===== config.mk =====
export PLATFORM = sky130hd
export DESIGN_NAME = seg7_scan_ctrl
export DESIGN_NICKNAME = d
export VERILOG_FILES = /design/src/rtl/seg7_scan_ctrl.sv
export SDC_FILE = /design/constraint.sdc
export NUM_CORES = 1
export LEC_CHECK = 0
export CAP_MARGIN = 20
export CORE_ASPECT_RATIO = 0.8
export CORE_UTILIZATION = 50
export DETAILED_ROUTE_END_ITERATION = 16
export PLACE_DENSITY = 0.77
export SLEW_MARGIN = 20
export SYNTH_ARGS = -nofsm -noshare
export SYNTH_HDL_FRONTEND = slang
export SYNTH_SLANG_ARGS = --single-unit

===== constraint.sdc =====
create_clock -name clk -period 2.1 [get_ports clk]
set_input_delay 0.42 -clock clk [delete_from_list [all_inputs] [get_ports clk]]
set_output_delay 0.42 -clock clk [all_outputs]
set_load 0.005 [all_outputs]

===== src/rtl/seg7_scan_ctrl.sv =====
// Time-multiplexed common-anode 7-segment scan controller with guard interval, LZ suppression and per-frame snapshot.
// Optional define SEG7_SCAN_BRIGHTNESS_EN adds a 4-bit PWM brightness input gating the active anode.
module seg7_scan_ctrl #(
    parameter int unsigned NUM_DIGITS  = 4,
    parameter int unsigned REFRESH_DIV = 50000,
    parameter int unsigned GUARD_TICKS = 1
) (
    input  logic                    clk,
    input  logic                    rst,
    input  logic                    en,
    input  logic [4*NUM_DIGITS-1:0] digits,
    input  logic [NUM_DIGITS-1:0]   dp_in,
    input  logic                    lz_en,
    output logic [6:0]              sseg,
    output logic                    dp,
    output logic [NUM_DIGITS-1:0]   an,
    output logic                    frame
`ifdef SEG7_SCAN_BRIGHTNESS_EN
    ,
    input  logic [3:0]              brightness
`endif
);

    localparam int unsigned PW = $clog2(REFRESH_DIV);
    localparam int unsigned IW = $clog2(NUM_DIGITS);
    localparam logic [PW-1:0] PRESC_MAX = PW'(REFRESH_DIV - 1);
    localparam logic [IW-1:0] IDX_MAX   = IW'(NUM_DIGITS - 1);

    typedef enum logic {
        ST_SHOW  = 1'b0,
        ST_GUARD = 1'b1
    } state_t;

    logic [PW-1:0]           r_presc;
    state_t                  r_state;
    logic [3:0]              r_gcnt;
    logic [IW-1:0]           r_idx;
    logic [4*NUM_DIGITS-1:0] r_sh_digits;
    logic [NUM_DIGITS-1:0]   r_sh_dp;
    logic                    r_sh_lz;

    logic                    w_tick;
    logic                    w_guard_done;
    logic                    w_adv;
    logic                    w_wrap;
    logic [IW-1:0]           w_pos;
    logic                    w_lead_zero;
    logic                    w_suppress;
    logic [3:0]              w_nib;
    logic [NUM_DIGITS-1:0]   w_an_n;
    logic                    w_lit;

    function automatic logic [6:0] glyph(input logic [3:0] v);
        logic [6:0] g;
        unique case (v)
            4'h0: g = 7'b1000000;
            4'h1: g = 7'b1111001;
            4'h2: g = 7'b0100100;
            4'h3: g = 7'b0110000;
            4'h4: g = 7'b0011001;
            4'h5: g = 7'b0010010;
            4'h6: g = 7'b0000010;
            4'h7: g = 7'b1111000;
            4'h8: g = 7'b0000000;
            4'h9: g = 7'b0010000;
            4'hA: g = 7'b0001000;
            4'hB: g = 7'b0000011;
            4'hC: g = 7'b1000110;
            4'hD: g = 7'b0100001;
            4'hE: g = 7'b0000110;
            default: g = 7'b0001110;
        endcase
        return g;
    endfunction

    assign w_tick = en && (r_presc == PRESC_MAX);

    // Buses are laid out like the anodes: digit i sits at nibble/bit NUM_DIGITS-1-i.
    always_comb begin
        w_guard_done = ((32'(r_gcnt) + 32'd1) >= GUARD_TICKS);
        w_adv        = w_tick && ((r_state == ST_SHOW) ? (GUARD_TICKS == 0) : w_guard_done);
        w_wrap       = w_adv && (r_idx == IDX_MAX);
        w_pos        = IDX_MAX - r_idx;
        w_lead_zero  = 1'b1;
        for (int unsigned i = 0; i < NUM_DIGITS; i++) begin
            if ((i <= 32'(r_idx)) && (r_sh_digits[4*(NUM_DIGITS-1-i) +: 4] != 4'd0)) begin
                w_lead_zero = 1'b0;
            end
        end
        w_suppress = r_sh_lz && w_lead_zero && (r_idx != IDX_MAX);
        w_nib      = r_sh_digits[{w_pos, 2'b00} +: 4];
        for (int unsigned i = 0; i < NUM_DIGITS; i++) begin
            w_an_n[i] = (w_pos != IW'(i));
        end
    end

`ifdef SEG7_SCAN_BRIGHTNESS_EN
    logic [3:0] r_pwm;

    always_ff @(posedge clk or negedge rst) begin
        if (!rst) begin
            r_pwm <= 4'd0;
        end else begin
            r_pwm <= r_pwm + 4'd1;
        end
    end

    assign w_lit = (r_pwm < brightness);
`else
    assign w_lit = 1'b1;
`endif

    // Prescaler, scan FSM, snapshot and registered pin drive.
    always_ff @(posedge clk or negedge rst) begin
        if (!rst) begin
            r_presc     <= '0;
            r_state     <= ST_GUARD;
            r_gcnt      <= 4'd0;
            r_idx       <= IDX_MAX;
            r_sh_digits <= '0;
            r_sh_dp     <= '0;
            r_sh_lz     <= 1'b0;
            an          <= '1;
            sseg        <= 7'h7F;
            dp          <= 1'b1;
            frame       <= 1'b0;
        end else begin
            r_presc <= (!en || w_tick) ? '0 : r_presc + PW'(1);

            if (w_adv) begin
                r_state <= ST_SHOW;
                r_gcnt  <= 4'd0;
                r_idx   <= (r_idx == IDX_MAX) ? '0 : r_idx + IW'(1);
            end else if (w_tick) begin
                if (r_state == ST_SHOW) begin
                    r_state <= ST_GUARD;
                    r_gcnt  <= 4'd0;
                end else begin
                    r_gcnt <= r_gcnt + 4'd1;
                end
            end

            if (w_wrap) begin
                r_sh_digits <= digits;
                r_sh_dp     <= dp_in;
                r_sh_lz     <= lz_en;
            end
            frame <= w_wrap;

            if (!en || (r_state == ST_GUARD)) begin
                an   <= '1;
                sseg <= 7'h7F;
                dp   <= 1'b1;
            end else begin
                an   <= w_lit ? w_an_n : '1;
                sseg <= w_suppress ? 7'h7F : glyph(w_nib);
                dp   <= ~r_sh_dp[w_pos];
            end
        end
    end

endmodule


==> metrics.txt <==
I/O Pins 37; RSZ-0062 raised after global routing true; Async SR Flop Fraction 1.00; dpl cell area 0.00343 mm^2; Die Ht 70.3 um; Post-CTS Hold Buffers 0; router iterations before antenna repair 4; net switching power 487 uW; area delta synth->final 26.2%; P_leak 1.73 nW; Post-Syn Instances 236; vias in the first global route 1958; Seq pwr share 0.482; worst path required time 2.35 ns; Hold Path Class input port to async pin; full die area 0.00614 mm^2; clock sink count 57; post-synth top area share 0.360; fmax 488 MHz; total power 2.30 mW; Final setup viols 0; crit path max fanout 8; final instance area 0.00368 mm^2; WL final 5830 um; EDFF count, synth 0; Hold Vio Cnt, Final 0; worst path arrival time 2.29 ns; max_slew headroom 0.706; fin cells 372; Via Count 2009; worst vdd ir 358 uV; switching share of total power 0.212; status completed; Area contributors post-synth dfrtp_1, dfstp_2, mux2_4; clk_skew 0.00533 ns; ANT cells 0; total CTS buffers 9; DRC viols 0; pre-CTS setup slack 0.0127 ns; FP Rows 24; Startpoint Class flip-flop; Worst Tran Pin Value 0.438 ns; CTS Root Cell clkbuf_8; clock slew at reported path FFs 0.07 ns; critical path class flip-flop to flip-flop; synthesized cell area 0.00292 mm^2; Final Critical Period 2.05 ns; placed cells 353; first-pass GRT wire length 9820 um; Syn. warnings 0; Yosys cell types 43; syn_nets 274; routed len/inst 15.7 um; all-layer global routing usage 0.213; clk_lat worst skew 0.34 ns; drt first-iter violations 109; final worst path period share 0.975; Comb power frac 0.037; Maximum Capacitance Violations 0; initial antenna violation count 0; top-count cell post-synth dfrtp_1; Primary FF master, synth dfrtp_1; dominant cell type by area after synthesis dfrtp_1; power share of the clock group 0.482; Slew Limit Fails 0; share of cells above drive strength 1 0.269; register area share after synthesis 0.495; gr ovfl total 0; largest net degree at the start of global routing 58; H-tree level count 3; antenna viol nets, final 0; Yosys reg bits 57; core area 0.00553 mm^2; TritonCTS clock tree done; post-DP HPWL 3900 um; Int Pwr 1.81 mW; Commonest cells post-synth dfrtp_1, mux2_4, nor2_1; nets 327; clk buf depth 2; Die X 87.4 um; via/cell ratio 5.40; GP Congestion 0.788; Power Dens Cells 625 mW/mm^2; critical path endpoint category flip-flop; Synth Area per Inst 12.4 um^2; count of buffers from port buffering 36; post-layout worst setup margin 0.0517 ns; Initial Util 0.528
-- power by group through the flow --
stage | registers (mW) | clock network (mW) | logic [mW]
4_1_cts | 1.11 | 1.13 | 0.0872
2_1_floorplan | 1.13 | 0 | 0.0120
6_report | 1.11 | 1.11 | 0.0841
3_5_place_dp | 1.13 | 0 | 0.0869
5_1_grt | 1.11 | 1.19 | 0.0951
3_3_place_gp | 1.13 | 0 | 0.0852
-- routing by layer --
metal,wire [um],up-vias,GRT usage
li1,-,945,-
met3,326,7,0.0579
met4,73,0,0.0874
met5,0,-,0
met2,2610,61,0.293
met1,2830,996,0.315
-- logic make-up (layout without fill, tap and decap cells) --
| kind of cell | after synthesis | after routing | synth area share |
|---|---|---|---|
| AND/OR/NAND/NOR | 80 | 80 | 0.162 |
| buffers and inverters | 17 | 74 | 0.0292 |
| AO/OA/AOI/OAI | 25 | 25 | 0.0515 |
| flip-flops | 57 | 57 | 0.495 |
| XOR/XNOR | 15 | 15 | 0.0450 |
| multiplexers | 28 | 29 | 0.157 |
| adder cells (fa/ha/maj) | 14 | 14 | 0.0601 |
-- placed cells by master, fill, tap and decap left out, drive strengths merged, types with 7 or more instances in the layout --
| cell | count |
|---|---|
| buf | 14 |
| nand2 | 13 |
| nor2 | 17 |
| mux2 | 22 |
| mux4 | 7 |
| dfstp | 15 |
| inv | 9 |
| dfrtp | 42 |
| ha | 14 |
| nand3 | 13 |
| o21ai | 10 |
| clkdlybuf4s50 | 35 |
| clkbuf | 10 |
| xor2 | 13 |
-- final cells by class --
type / instances / area (um^2)
Fill cell: 425 / 1850
Sequential cell: 57 / 1450
Multi-Input combinational cell: 163 / 1420
Timing Repair Buffer: 49 / 478
Clock buffer: 10 / 128
Tap cell: 78 / 97.6
Clock inverter: 6 / 82.6
Inverter: 9 / 33.8
-- critical path, cell delays in order, from the launching register on --
cell     delay [ns]
dfstp_2        0.57
buf_4          0.20
mux4_1         0.69
buf_4          0.19
nor3b_1        0.19
o31ai_1        0.12
-- what timing repair did --
item | CTS | global route
gates resized for setup | 0 | 1
setup endpoints to repair | 0 | 4
buffers inserted | 0 | 2
-- path summary, 6_finish.rpt --
check / startpoint / end / slack (ns) / cells after the start
setup / recovery: r_idx[1]$_DFFE_PN1P_ / sseg[0]$_DFF_PN1_ / 0.05 / 5
hold / removal: rst / r_presc[12]$_DFF_PN0_ / 0.07 / 2
setup reg to reg: r_idx[1]$_DFFE_PN1P_ / sseg[0]$_DFF_PN1_ / 0.05 / 5
hold reg to reg: r_presc[0]$_DFF_PN0_ / r_presc[0]$_DFF_PN0_ / 0.48 / 1
max in group asynchronous: rst / r_state$_DFFE_PN1P_ / 1.73 / 2
min in group clk: r_presc[0]$_DFF_PN0_ / r_presc[0]$_DFF_PN0_ / 0.48 / 1
-- metrics by stage --
step           TNS, ns  utilization  hold slack, ns
3_3_place_gp         0        0.620           0.441
2_1_floorplan        0            -           0.124
5_1_grt        -0.0139        0.666          0.0946
4_1_cts              0        0.658          0.0766
6_report             0        0.666          0.0714
3_5_place_dp         0        0.620           0.445
-- state kept, by name, summed over array words and instances, names as in the netlist --
register     cells
r_idx            2
r_presc         16
r_state          1
sseg             7
an               4
frame            1
r_sh_dp          4
r_gcnt           4
r_sh_lz          1
dp               1
r_sh_digits     16
Power figures use the tool's default switching activity.
==> edit 1 (same settings) <==
The parameter `NUM_DIGITS` goes from 4 to 2.
--- a/src/rtl/seg7_scan_ctrl.sv
+++ b/src/rtl/seg7_scan_ctrl.sv
@@ -1,7 +1,7 @@
 // Time-multiplexed common-anode 7-segment scan controller with guard interval, LZ suppression and per-frame snapshot.
 // Optional define SEG7_SCAN_BRIGHTNESS_EN adds a 4-bit PWM brightness input gating the active anode.
 module seg7_scan_ctrl #(
-    parameter int unsigned NUM_DIGITS  = 4,
+    parameter int unsigned NUM_DIGITS  = 2,
     parameter int unsigned REFRESH_DIV = 50000,
     parameter int unsigned GUARD_TICKS = 1
 ) (
Interface: changed (resized an, digits and dp_in); port bits go from 37 to 25. The function was not compared with the original's and may differ.
==> edit 1 against the unedited design <==
Via count down 26%. Cell area decreased by 30%. Total power fell by 34%. Worst setup slack better by 0.099 ns. Area after synthesis fell by 27%. Sequential cell count is 13 lower. Routed wire length shrank 27%. Largest cell class unchanged. Highest routed layer unchanged.
==> edit 1: results (changes against the unedited design) <==
clk_pin_slew_ns: 0.08
vdd_drop_max_mv: 0.464  # +30%
gp_congestion: 0.835  # +5.9%
power_leakage_nw: 1.12  # -35%
worstSetupEndpoint: "r_sh_digits[5]$_DFFE_PN0P_"
p_int_mw: 1.17  # -35%
yosysSeqAreaShare_pct: 52.2  # +2.7 points
postPlaceCellArea_um2: 2480  # -28%
status: "finished, final reports clean"
io_buffers: 24  # -33%
path_class: "flip-flop to flip-flop"
drt_pass1_iterations: 4  # unchanged
critPathMaxFanout: 12  # +4
clk_latency_ns: 0.30  # -0.04 ns
drt-initial-drc-count: 83  # -24%
dp_hpwl_mm: 3.06  # -22%
r2r_start: "r_presc[0]$_DFF_PN0_"
track_usage_pct: 21.7  # +0.41 points
fin_hold_ws_ns: 0.173  # +0.102 ns
vias: 1489  # -26%
yosys-top-cells-area: "dfrtp_1 37%, dfstp_2 15%, mux2_2 7.4%"
syn_nets: 206  # -25%
grt_pass1_wl_mm: 6.96  # -29%
antenna_found_initial: 0  # unchanged
worst_pin_slew_ns: 0.523  # +0.0845 ns
drt-wirelength-per-cell_um: 15.5  # -0.86%
cp_slowest_stage_delay_ns: 0.38  # -0.31 ns
syn_inst: 183  # -22%
grt_max_degree: 45  # -22%
viasPerCell: 5.45  # +0.99%
drive_above_1_share_pct: 21.6  # -5.3 points
nNetsFinal: 240  # -27%
clock-skew-final_ns: 0.00734  # +0.00201 ns
top_regs: "r_presc: 16 flops, r_sh_digits: 8 flops, sseg: 7 flops"
cts_buffers: 5  # -4
place_inst: 265  # -25%
reg2reg_depth: 6  # +1
ys_top_cells_by_count: "32 x dfrtp_1, 19 x nor2_1, 14 x mux2_2"
r2r_setup_slack_ns: 0.15  # +0.10 ns
ys_types: 42  # -2.3%
cp_slowest_cell: "dfrtp_1"
h-tree-depth: 2  # -1
## edit 1: power by group through the flow
stage,Clock (mW),Sequential (mW),Combinational (mW)
global placement,0,0.885,0.0823
finish,0.555,0.870,0.0838
floorplan,0,0.886,0.0189
CTS,0.560,0.870,0.0857
global route,0.600,0.872,0.0938
detailed placement,0,0.886,0.0853
## edit 1: logic make-up after synthesis
family                   share of synthesized area [%]
AO/OA/AOI/OAI                                     6.32
XOR/XNOR                                          6.15
adder cells (fa/ha/maj)                           5.27
buffers and inverters                             2.63
flip-flops                                        52.2
multiplexers                                      9.25
AND/OR/NAND/NOR                                   18.2
## edit 1: layout make-up
type	count	area, um^2
Fill cell	322	1380
Sequential cell	44	1120
Multi-Input combinational cell	127	965
Timing Repair Buffer	31	300
Clock buffer	6	82.6
Tap cell	55	68.8
Inverter	8	30.0
Clock inverter	2	10.0
## edit 1: through the flow
stage	worst slack, ns	utilization, %
after floorplan	0.204	-
after global placement	0.151	62.7
after detailed placement	0.0772	62.7
after CTS	0.0913	65.1
after global routing	0.00595	65.1
final	0.150	65.1
## edit 1: what timing repair did
action,4_1_cts,5_1_grt
gates resized for setup,0,1
endpoints found under the setup margin,0,5
setup buffers,0,0
## edit 1: worst max-delay path, delay by kind of cell (launching register included)
family,cells,cell delay (ns)
and+or+nand+nor,3,0.72
DFF,1,0.38
muxes,1,0.34
adders and majority gates,1,0.21
buffers and inverters,1,0.18
## edit 1: metal layers
metal	track usage [%]	vias to the layer above	share of wire, %
met2	33.2	39	46
met1	29.4	732	46
met3	6.64	8	5.5
met5	0	-	0
met4	8.09	0	1.7
li1	-	710	-
==> edit 2 (same flow settings) <==
Made on the original files. Add an input register stage for `en`, `digits`, `dp_in` and `lz_en`, without a reset; this delays them by one clock.
--- a/src/rtl/seg7_scan_ctrl.sv
+++ b/src/rtl/seg7_scan_ctrl.sv
@@ -30,6 +30,18 @@
         ST_SHOW  = 1'b0,
         ST_GUARD = 1'b1
     } state_t;
+
+    logic en_q;
+    logic [4*NUM_DIGITS-1:0] digits_q;
+    logic [NUM_DIGITS-1:0] dp_q;
+    logic lz_en_q;
+
+    always_ff @(posedge clk) begin
+        en_q     <= en;
+        digits_q <= digits;
+        dp_q     <= dp_in;
+        lz_en_q  <= lz_en;
+    end
 
     logic [PW-1:0]           r_presc;
     state_t                  r_state;
@@ -73,7 +85,7 @@
         return g;
     endfunction
 
-    assign w_tick = en && (r_presc == PRESC_MAX);
+    assign w_tick = en_q && (r_presc == PRESC_MAX);
 
     // Buses are laid out like the anodes: digit i sits at nibble/bit NUM_DIGITS-1-i.
     always_comb begin
@@ -125,7 +137,7 @@
             dp          <= 1'b1;
             frame       <= 1'b0;
         end else begin
-            r_presc <= (!en || w_tick) ? '0 : r_presc + PW'(1);
+            r_presc <= (!en_q || w_tick) ? '0 : r_presc + PW'(1);
 
             if (w_adv) begin
                 r_state <= ST_SHOW;
@@ -141,13 +153,13 @@
             end
 
             if (w_wrap) begin
-                r_sh_digits <= digits;
-                r_sh_dp     <= dp_in;
-                r_sh_lz     <= lz_en;
+                r_sh_digits <= digits_q;
+                r_sh_dp     <= dp_q;
+                r_sh_lz     <= lz_en_q;
             end
             frame <= w_wrap;
 
-            if (!en || (r_state == ST_GUARD)) begin
+            if (!en_q || (r_state == ST_GUARD)) begin
                 an   <= '1;
                 sseg <= 7'h7F;
                 dp   <= 1'b1;
Function: no difference found for any inputs over 10 cycles, from zero or initial values and one cycle with rst low; that may be too few to reach the edited logic, so the function may still have changed.
==> edit 2 against the unedited design <==
Area after synthesis rose by 15%. Count of clock-buffer cells in the layout did not move. Sequential power rose by 41%. Worst setup slack improved by 0.039 ns. Sequential cell count rose by 22. Routed wire length fell by 2.6%. Global-route usage fell by 3.4 points. Hold slack got worse by 0.016 ns. Clock skew rose by 0.0072 ns. Cell area rose by 12%. Total power rose by 21%. Maximum frequency rose by 1.9%. Critical path depth did not move.
==> edit 2: results (changes against the unedited design) <==
status: "finished, final reports clean"
synth_compound_area_share_pct: 4.47  # -0.68 points
timing.rr.end: "sseg[1]$_DFF_PN1_"
power_leakage_nw: 1.86  # +7.7%
avgSynthCellArea_um2: 13.0  # +5.3%
synthMuxAreaShare_pct: 13.6  # -2.1 points
synth_xor_area_share_pct: 3.91  # -0.59 points
fin_crit_sh_pct: 95.7  # -1.9 points
drive_above_1_share_pct: 26.1  # -0.77 points
worst_pin_slew_ns: 0.575  # +0.137 ns
top_regs: "digits_q: 16 flops, r_presc: 16 flops, r_sh_digits: 16 flops"
track_usage_pct: 17.9  # -3.4 points
cp_top_family: "flip-flops"
swShare_pct: 23.1  # +1.9 points
cp_slowest_cell: "dfstp_2"
r2r_setup_slack_ns: 0.09  # +0.04 ns
fillers: 479  # +13%
place_inst: 380  # +7.6%
ys_types: 44  # +2.3%
cp.arrival_ns: 2.27  # -0.02 ns
viasPerCell: 5.11  # -5.4%
first_global_vias: 1910  # -2.5%
clock-skew-final_ns: 0.0125  # +0.00715 ns
place_ws_ns: 0.0961  # +0.0834 ns
grt_pass1_wl_mm: 9.39  # -4.4%
drt-wirelength-per-cell_um: 14.1  # -9.9%
critPathMaxFanout: 5  # -3
fin_cells: 402  # +8.1%
ys_top_cells_by_count: "42 x dfrtp_1, 22 x dfxtp_1, 20 x mux2_4"
gp_congestion: 0.837  # +6.1%
dp_hpwl_mm: 4.03  # +3.4%
vdd_drop_max_mv: 0.739  # +110%
yosysSeqAreaShare_pct: 56.2  # +6.6 points
==> edit 2: cell count changes after synthesis, sizes merged <==
cell,change
dfxtp,+22
==> edit 2: how the worst min path moves through the flow <==
| stage | from | endpoint | cells past startpoint |
|---|---|---|---|
| CTS | rst | r_sh_digits[3]$_DFFE_PN0P_ | 1 |
| global route | rst | r_sh_digits[3]$_DFFE_PN0P_ | 1 |
| floorplan | rst | frame$_DFF_PN0_ | 0 |
| detailed placement | rst | r_sh_digits[3]$_DFFE_PN0P_ | 1 |
| global placement | rst | r_sh_digits[2]$_DFFE_PN0P_ | 1 |
| finish | rst | r_sh_digits[3]$_DFFE_PN0P_ | 1 |
==> edit 2: worst register-to-register path, cell delays in order (launching register included) <==
cell      delay (ns)
dfstp_2         0.58
mux4_2          0.59
inv_1           0.17
ha_1            0.27
o211ai_1        0.20
o211ai_1        0.12
==> edit 2: per-layer routing <==
metal	vias up	wire [um]	global-route usage (%)
li1	1019	-	-
met4	0	80	6.32
met3	9	228	4.79
met2	51	2490	26.5
met1	975	2880	25.8
met5	-	0	0
==> edit 2: per-stage QoR <==
stage	hold WS, ns	area [um^2]	util (%)	total power, mW
final	0.0559	4130	64.2	2.79
after global routing	0.0932	4130	64.2	2.91
after CTS	0.0548	4090	63.4	2.82
after detailed placement	0.445	3880	60.2	1.70
after global placement	0.436	3880	60.2	1.70
after floorplan	0.124	3360	-	1.61
==> edit 2: cells by family (layout without fill, tap and decap cells) <==
logic type | Yosys count | in the layout
multiplexers | 28 | 28
buffers and inverters | 17 | 77
adder cells (fa/ha/maj) | 14 | 14
flip-flops | 79 | 79
AO/OA/AOI/OAI | 25 | 25
AND/OR/NAND/NOR | 80 | 80
XOR/XNOR | 15 | 15
==> edit 2: repair_timing <==
| item | CTS | global route |
|---|---|---|
| hold buffers | 0 | 0 |
| setup buffers | 0 | 6 |
| endpoints found under the hold margin | 0 | 0 |
| resized for setup | 0 | 2 |
| endpoints found under the setup margin | 0 | 12 |
==> edit 2: layout make-up <==
type	count	area, um^2	area share [%]
timing repair buffer	52	513	12.4
sequential	79	1890	45.6
multi-input combinational	162	1390	33.6
clock buffer	10	149	3.60
inverter	9	33.8	0.817
clock inverter	6	57.6	1.39
tap	84	105	2.54
==> edit 2: power groups by stage <==
stage / combinational, mW / sequential, mW / clock (mW)
floorplan: 0.0185 / 1.60 / 0
global placement: 0.104 / 1.60 / 0
detailed placement: 0.106 / 1.60 / 0
CTS: 0.106 / 1.57 / 1.15
global route: 0.119 / 1.57 / 1.22
finish: 0.104 / 1.57 / 1.12
